<file path="src/rtl/shared_timer_arbiter.sv">
// shared_timer_arbiter: one W-bit down-counter shared by N requesters.
// A round-robin arbiter grants one requester at a time over valid/ready. The
// granted length is loaded into the counter and run down to zero, then a
// one-cycle done pulse goes back to that requester. An IDLE cycle always
// separates two grants.
// Optional feature: define SHARED_TIMER_ABORT_EN to add the abort/abort_ack
// ports, which cancel a running delay without issuing done.
module shared_timer_arbiter #(
    parameter int N  = 4,
    parameter int W  = 10,
    localparam int IW = (N > 1) ? $clog2(N) : 1
) (
    input  logic           clk,
    input  logic           rst_n,
    input  logic [N-1:0]   req_valid,
    input  logic [N*W-1:0] req_len,
    output logic [N-1:0]   req_ready,
    output logic [N-1:0]   done,
    output logic           busy,
    output logic [IW-1:0]  grant_id,
    output logic [W-1:0]   count
`ifdef SHARED_TIMER_ABORT_EN
    ,
    input  logic           abort,
    output logic           abort_ack
`endif
);

    typedef enum logic {IDLE = 1'b0, RUN = 1'b1} state_t;

    state_t        state, state_nx;
    logic [IW-1:0] rr_ptr, rr_nx;
    logic [IW-1:0] grant_nx;
    logic [W-1:0]  count_nx;
    logic [N-1:0]  done_nx;
    logic          found;
    logic [IW-1:0] sel_idx;
    int            idx;
`ifdef SHARED_TIMER_ABORT_EN
    logic          ack_nx;
`endif

    // Round-robin pick: first valid requester after the last one served
    always_comb begin
        found   = 1'b0;
        sel_idx = '0;
        idx     = 0;
        for (int k = 1; k <= N; k++) begin
            idx = (int'(rr_ptr) + k) % N;
            if (!found && req_valid[IW'(idx)]) begin
                found   = 1'b1;
                sel_idx = IW'(idx);
            end
        end
        req_ready = '0;
        if (state == IDLE && found)
            req_ready[sel_idx] = 1'b1;
    end

    // Next-state logic: grant in IDLE, count down in RUN, finish or abort
    always_comb begin
        state_nx = state;
        count_nx = count;
        grant_nx = grant_id;
        rr_nx    = rr_ptr;
        done_nx  = '0;
`ifdef SHARED_TIMER_ABORT_EN
        ack_nx   = 1'b0;
`endif
        case (state)
            IDLE: begin
                // found implies req_valid & req_ready on that index
                if (found) begin
                    count_nx = req_len[sel_idx*W +: W];
                    grant_nx = sel_idx;
                    state_nx = RUN;
                end
            end
            RUN: begin
                // Expiry takes precedence over a coincident abort
                if (count == '0) begin
                    done_nx[grant_id] = 1'b1;
                    state_nx          = IDLE;
                    rr_nx             = grant_id;
                end
`ifdef SHARED_TIMER_ABORT_EN
                else if (abort) begin
                    ack_nx   = 1'b1;
                    state_nx = IDLE;
                    rr_nx    = grant_id;
                end
`endif
                else begin
                    count_nx = count - W'(1);
                end
            end
            default: state_nx = IDLE;
        endcase
    end

    // State register; rr_ptr resets to N-1 so requester 0 wins first
    always_ff @(posedge clk or negedge rst_n) begin
        if (!rst_n) begin
            state    <= IDLE;
            count    <= '0;
            grant_id <= '0;
            rr_ptr   <= IW'(N - 1);
            done     <= '0;
        end else begin
            state    <= state_nx;
            count    <= count_nx;
            grant_id <= grant_nx;
            rr_ptr   <= rr_nx;
            done     <= done_nx;
        end
    end

`ifdef SHARED_TIMER_ABORT_EN
    // Abort acknowledge pulse
    always_ff @(posedge clk or negedge rst_n) begin
        if (!rst_n) abort_ack <= 1'b0;
        else        abort_ack <= ack_nx;
    end
`endif

    assign busy = (state == RUN);

endmodule

</file>
<file path="config.mk">
export PLATFORM = sky130hd
export DESIGN_NAME = shared_timer_arbiter
export DESIGN_NICKNAME = d
export VERILOG_FILES = /design/src/rtl/shared_timer_arbiter.sv
export SDC_FILE = /design/constraint.sdc
export NUM_CORES = 1
export LEC_CHECK = 0
export CAP_MARGIN = 10
export CORE_UTILIZATION = 40
export CTS_CLUSTER_SIZE = 10
export DETAILED_ROUTE_END_ITERATION = 16
export GPL_TIMING_DRIVEN = 0
export PLACE_DENSITY_LB_ADDON = 0.15
export SYNTH_ARGS = -nofsm -noshare
export SYNTH_HDL_FRONTEND = slang
export SYNTH_SLANG_ARGS = --single-unit
</file>
<file path="constraint.sdc">
create_clock -name clk -period 5.1 [get_ports clk]
set_input_delay 1.02 -clock clk [delete_from_list [all_inputs] [get_ports clk]]
set_output_delay 1.02 -clock clk [all_outputs]
set_load 0.02 [all_outputs]
</file>
==> impl_metrics.py, run 1 <==
metrics = {
    "critical_path": {
        "cp_max_fo": 8,
        "worst_setup_path_end_kind": "primary output",
        "rr_worst_depth": 8,
        "cp.arrival_ns": 3.32,
        "crit_required_ns": 4.08,
        "r2r-start": "count[0]",
        "crit_type": "input pin to primary output",
        "timing.critical_path.from_type": "input pin",
        "reg2reg_to": "count[6]",
        "r2r_slack_ns": 2.94,
    },
    "synthesis": {
        "synth_top_cell_area_share_pct": 28.1,
        "synthFlopType": "dfrtp_1",
        "ys_ff_latch": 19,
        "synth_area_leaders": "dfrtp_1 (28%), mux2i_1 (5.3%), o31a_1 (4.1%)",
        "async_flop_share_pct": 100,
        "synth-seq-area-share_pct": 31.6,
        "avgSynthCellArea_um2": 9.16,
        "ys_warn_count": 0,
        "syn_nets": 213,
        "synth.distinct_cells": 51,
        "syn_inst": 165,
        "synth_area_um2": 1510,
        "yosys.area.top_type": "dfrtp_1",
        "synth_edf_count": 0,
    },
    "floorplanning": {
        "dieArea_um2": 4030,
        "initial_core_util_pct": 43.6,
        "die_h_um": 63.5,
        "ios": 67,
        "fp-row-count": 21,
        "core_um2": 3470,
        "die_w_um": 63.5,
    },
    "timing": {
        "tightest_slew_ns": 0.885,
        "finalHoldViolCount": 0,
        "setup-violations-final": 0,
        "post-route-period-util_pct": 85.2,
        "fmax_mhz": 230,
        "maxSlewHeadroom_pct": 40.8,
        "tns_ns": 0,
        "period_needed_ns": 4.34,
        "whs_ns": 0.543,
        "skew_ns": 0.0139,
        "rsz0062_at_grt": "false",
        "slew_violations": 0,
        "final.setup.worst_slack_ns": 0.756,
    },
    "drt": {
        "routed_wirelength_um": 4560,
        "firstDrtPassIters": 4,
        "drc_errors": 0,
        "wire_per_inst_um": 16.2,
        "drt.antenna.violating_nets": 0,
        "num_vias": 1645,
        "first_iter_violations": 88,
        "viasPerCell": 5.85,
    },
    "cts": {
        "clock_latency_ns": 0.26,
        "holdBufCountCts": 0,
        "htreeDepth": 1,
        "clock_path_buffers": 2,
        "path_clk_slew_ns": 0.06,
        "post_cts_resized": 0,
        "numCtsBuffers": 3,
        "clock_sinks": 19,
        "cts-root-buf": "clkbuf_8",
        "cts_tree": "yes",
        "cts_setup_buffers": 0,
    },
    "grt": {
        "antenna_found_initial": 0,
        "grt_pass1_vias": 1556,
        "grt_first_pass_wirelength_um": 7440,
        "grt_remaining_overflow": 0,
        "grt_usage_pct": 23.8,
        "grt_start_max_net_pins": 20,
    },
    "run": {
        "drv_cap": 0,
    },
    "power_and_ir_drop": {
        "power_density_nw_per_um2": 389,
        "leakagePower_nw": 0.903,
        "vdd_drop_max_v": 0.000204,
    },
    "worst_hold_path": {
        "min_from": "grant_id[0]",
        "hold_depth": 1,
        "hold_path_end": "done[2]",
        "hold_class": "flip-flop to flip-flop",
    },
    "cells_and_area": {
        "final_area_um2": 2270,
        "num_antenna_cells": 0,
        "fill_cells": 298,
        "synthToLayoutAreaGrowth_pct": 50.5,
        "final_cells": 281,
        "final_nets": 284,
        "drive_gt1_share_pct": 9.79,
    },
    "place": {
        "dp.cells": 277,
        "placed_cell_area_um2": 2230,
        "dp_hpwl_um": 3620,
        "io_buffers": 66,
        "routabilityCongestion": 0.889,
        "dp_slack_ns": 0.804,
    },
    "outcome": {
        "status": "finished, final reports clean",
    },
}
==> sequential cells by signal (all words and copies together), names as in the netlist <==
| name | cells |
|---|---|
| rr_ptr | 2 |
| busy | 1 |
| grant_id | 2 |
| count | 10 |
| done | 4 |
==> through the flow <==
stage          utilization (%)  power, mW
2_1_floorplan                -      0.574
3_3_place_gp              64.3      0.765
3_5_place_dp              64.3      0.777
4_1_cts                   65.6      0.886
5_1_grt                   65.6      0.947
6_report                  65.6      0.884
==> routing by layer <==
metal	routed length, µm	global-route usage (%)	vias to the layer above
met5	0	0	-
met2	2260	39.8	49
met4	36	5.40	0
met1	2070	32.1	797
li1	-	-	793
met3	189	3.80	6
==> cell usage after synthesis (3+ instances only) <==
library cell	number
a211oi_1	6
a21oi_1	5
o21ai_0	11
nor2_1	10
mux2_1	4
nand2_1	9
nor3_1	5
o21a_1	3
a21o_1	4
nor4_1	5
a31oi_1	6
nand2b_1	3
buf_2	3
clkbuf_1	3
o31a_1	7
mux2i_1	8
o31ai_1	5
and4_1	3
nand3_1	3
dfrtp_1	17
inv_1	5
o221ai_1	3
==> worst max-delay path: stages <==
cell	delay (ns)
clkdlybuf4s50_1	0.61
nor2b_4	0.24
nor2_1	0.09
nor2_1	0.22
nand2_1	0.30
nor2_1	0.20
clkdlybuf4s50_1	0.64
==> final cells by class <==
type | count | area, µm² | area share [%]
plain buffers | 9 | 57.6 | 2.53
well taps | 46 | 57.6 | 2.53
flip-flops and latches | 19 | 478 | 21.0
repair buffers | 66 | 661 | 29.0
multi-input cells | 132 | 957 | 42.1
inverters | 5 | 18.8 | 0.825
clock buffers | 4 | 45.0 | 1.98
==> cell families after synthesis <==
family	Yosys count	share of synthesized area, %
buffers and inverters	14	5.05
flip-flops	19	31.6
multiplexers	14	9.77
adder cells (fa/ha/maj)	2	1.66
AO/OA/AOI/OAI	62	30.0
AND/OR/NAND/NOR	54	21.9
==> cells in the final DEF (no fill, tap or decap), drive strengths merged, types with 3 or more instances in the layout <==
cell	Yosys	routed
a21o	4	4
a31oi	6	6
o31a	7	7
nand2	9	9
and4	3	3
o221ai	3	3
clkdlybuf4s50	0	66
nor4	6	6
a211oi	6	6
dfrtp	17	17
mux2	6	6
inv	5	5
o21a	3	3
buf	5	5
nand3	3	3
mux2i	8	8
nor2	10	10
a21oi	6	6
nand2b	3	3
o31ai	5	5
nor3	6	6
o21ai	11	11
clkbuf	4	8
==> how the worst max path moves through the flow <==
stage | startpoint | depth (start not counted) | end | slack [ns]
final | req_valid[3] | 7 | req_ready[3] | 0.76
after global routing | req_valid[1] | 7 | req_ready[3] | 0.68
after CTS | req_valid[3] | 7 | req_ready[3] | 0.77
after detailed placement | req_valid[3] | 7 | req_ready[3] | 0.80
after global placement | req_valid[3] | 7 | req_ready[0] | 0.90
after floorplan | req_valid[3] | 5 | req_ready[0] | 2.08
==> where the power goes <==
group / switching, mW / internal (mW)
Sequential: 0.0807 / 0.205
Combinational: 0.241 / 0.251
Clock: 0.0515 / 0.0556
Total: 0.373 / 0.512
No activity file was read; power rests on OpenSTA's default activity.
==> run 2: changes to the inputs <==
--- a/config.mk
+++ b/config.mk
@@ -10,7 +10,7 @@
 export CTS_CLUSTER_SIZE = 10
 export DETAILED_ROUTE_END_ITERATION = 16
 export GPL_TIMING_DRIVEN = 0
-export PLACE_DENSITY_LB_ADDON = 0.15
+export PLACE_DENSITY = 0.8
 export SYNTH_ARGS = -nofsm -noshare
 export SYNTH_HDL_FRONTEND = slang
 export SYNTH_SLANG_ARGS = --single-unit
==> impl_metrics.py, run 2 (synthesized netlist as in run 1, its figures left out) <==
metrics = {
    "outcome": {
        "status": "finished, final reports clean",
    },
    "cts": {
        "numCtsBuffers": 3,
        "clock_path_buffers": 2,
        "path_clk_slew_ns": 0.07,
        "cts-root-buf": "clkbuf_8",
        "clock_latency_ns": 0.26,
        "cts_tree": "yes",
        "cts_setup_buffers": 0,
        "post_cts_resized": 0,
        "htreeDepth": 1,
        "clock_sinks": 19,
        "holdBufCountCts": 0,
    },
    "cells_and_area": {
        "synthToLayoutAreaGrowth_pct": 50.5,
        "regMostFlops": "count",
        "layout_common_cells": "clkdlybuf4s50_1 (66), dfrtp_1 (17), o21ai_0 (11)",
        "fill_cells": 303,
        "reg_top3": "count x10, done x4",
        "final_common_cell": "clkdlybuf4s50_1",
        "num_antenna_cells": 0,
        "drive_gt1_share_pct": 9.79,
        "final_nets": 284,
        "largest_register_ffs": 10,
    },
    "run": {
        "drv_cap": 0,
    },
    "timing": {
        "maxSlewHeadroom_pct": 42.3,
        "post-route-period-util_pct": 83.2,
        "tns_ns": 0,
        "finalHoldViolCount": 0,
        "final.setup.worst_slack_ns": 0.858,
        "tightest_slew_ns": 0.863,
        "rsz0062_at_grt": "false",
        "period_needed_ns": 4.24,
        "setup-violations-final": 0,
        "slew_violations": 0,
        "fmax_mhz": 236,
        "skew_ns": 0.00471,
    },
    "floorplanning": {
        "die_w_um": 63.5,
        "die_h_um": 63.5,
        "dieArea_um2": 4030,
        "fp-row-count": 21,
        "ios": 67,
        "core_um2": 3470,
        "initial_core_util_pct": 43.6,
    },
    "critical_path": {
        "crit_required_ns": 4.08,
        "crit_slowest_cell": "clkdlybuf4s50_1",
        "r2r-start": "rr_ptr[0]",
        "crit_type": "input pin to primary output",
        "cp.arrival_ns": 3.22,
        "r2r_slack_ns": 3.01,
        "path_cells": "clkdlybuf4s50_1 > nor2b_4 > nor2_1 > nor2_1 > nand2_1 > nor2_1 > clkdlybuf4s50_1",
        "crit_path_frequent_cell": "nor2_1",
        "reg2reg_to": "count[3]",
        "worst_setup_path_end_kind": "primary output",
        "rr_worst_depth": 6,
        "cp_max_fo": 8,
        "timing.critical_path.from_type": "input pin",
        "cpPeakStageDelay_ns": 0.62,
    },
    "power_and_ir_drop": {
        "vdd_drop_max_v": 0.000200,
        "leakagePower_nw": 0.903,
        "power_density_nw_per_um2": 386,
    },
    "drt": {
        "first_iter_violations": 108,
        "firstDrtPassIters": 4,
        "drc_errors": 0,
        "num_vias": 1615,
        "viasPerCell": 5.75,
        "routed_wirelength_um": 4170,
        "drt.antenna.violating_nets": 0,
        "wire_per_inst_um": 14.8,
    },
    "grt": {
        "grt_pass1_vias": 1489,
        "grt_remaining_overflow": 0,
        "grt_usage_pct": 22.4,
        "antenna_found_initial": 0,
        "grt_start_max_net_pins": 20,
        "grt_first_pass_wirelength_um": 6950,
    },
    "worst_hold_path": {
        "hold_class": "flip-flop to flip-flop",
        "hold_depth": 1,
        "hold_path_end": "done[2]",
        "min_from": "grant_id[0]",
    },
    "place": {
        "routabilityCongestion": 0.830,
        "io_buffers": 66,
        "dp_hpwl_um": 3200,
        "dp_slack_ns": 0.852,
    },
}
[run 2: where the power goes]
part,internal [mW],leakage (nW),switching [mW]
Clock,0.0557,0.0228,0.0525
Sequential,0.205,0.226,0.0784
Combinational,0.251,0.655,0.234
Total,0.512,0.903,0.365
[run 2: layout make-up]
cell class / instances / area [µm²] / area share, %
tap: 46 / 57.6 / 2.53
clock buffer: 4 / 45.0 / 1.98
inverter: 5 / 18.8 / 0.825
multi-input combinational: 132 / 957 / 42.1
buffer: 9 / 57.6 / 2.53
timing repair buffer: 66 / 661 / 29.0
sequential: 19 / 478 / 21.0
[run 2: through the flow]
stage          instances  hold slack, ns  total power, mW  cell area [µm²]  utilization, %
2_1_floorplan        165           0.614            0.574             1510               -
4_1_cts              281           0.551            0.879             2270            65.6
3_5_place_dp         277           0.538            0.769             2230            64.3
3_3_place_gp         277           0.539            0.761             2230            64.3
5_1_grt              281           0.595            0.942             2270            65.6
6_report             281           0.561            0.877             2270            65.6
[run 2: worst max-delay path, delay by kind of cell]
family                 cells  cell delay, ns
buffers and inverters      2            1.20
and+or+nand+nor            5            1.00
[run 2: how the worst max path moves through the flow]
stage	to	cells after the start	slack, ns	from
6_report	req_ready[3]	7	0.86	req_valid[3]
5_1_grt	req_ready[3]	7	0.67	req_valid[1]
4_1_cts	req_ready[0]	7	0.84	req_valid[3]
3_5_place_dp	req_ready[0]	7	0.85	req_valid[3]
3_3_place_gp	req_ready[2]	7	0.87	req_valid[3]
2_1_floorplan	req_ready[0]	5	2.08	req_valid[3]
[run 2: metal layers]
metal / part of all wire (%) / wire length [µm] / GRT usage [%] / vias up
li1: - / - / - / 792
met1: 45 / 1870 / 30.1 / 745
met2: 48 / 1980 / 35.6 / 71
met3: 5.4 / 223 / 2.17 / 7
met4: 2.3 / 95 / 10.5 / 0
met5: 0 / 0 / 0 / -
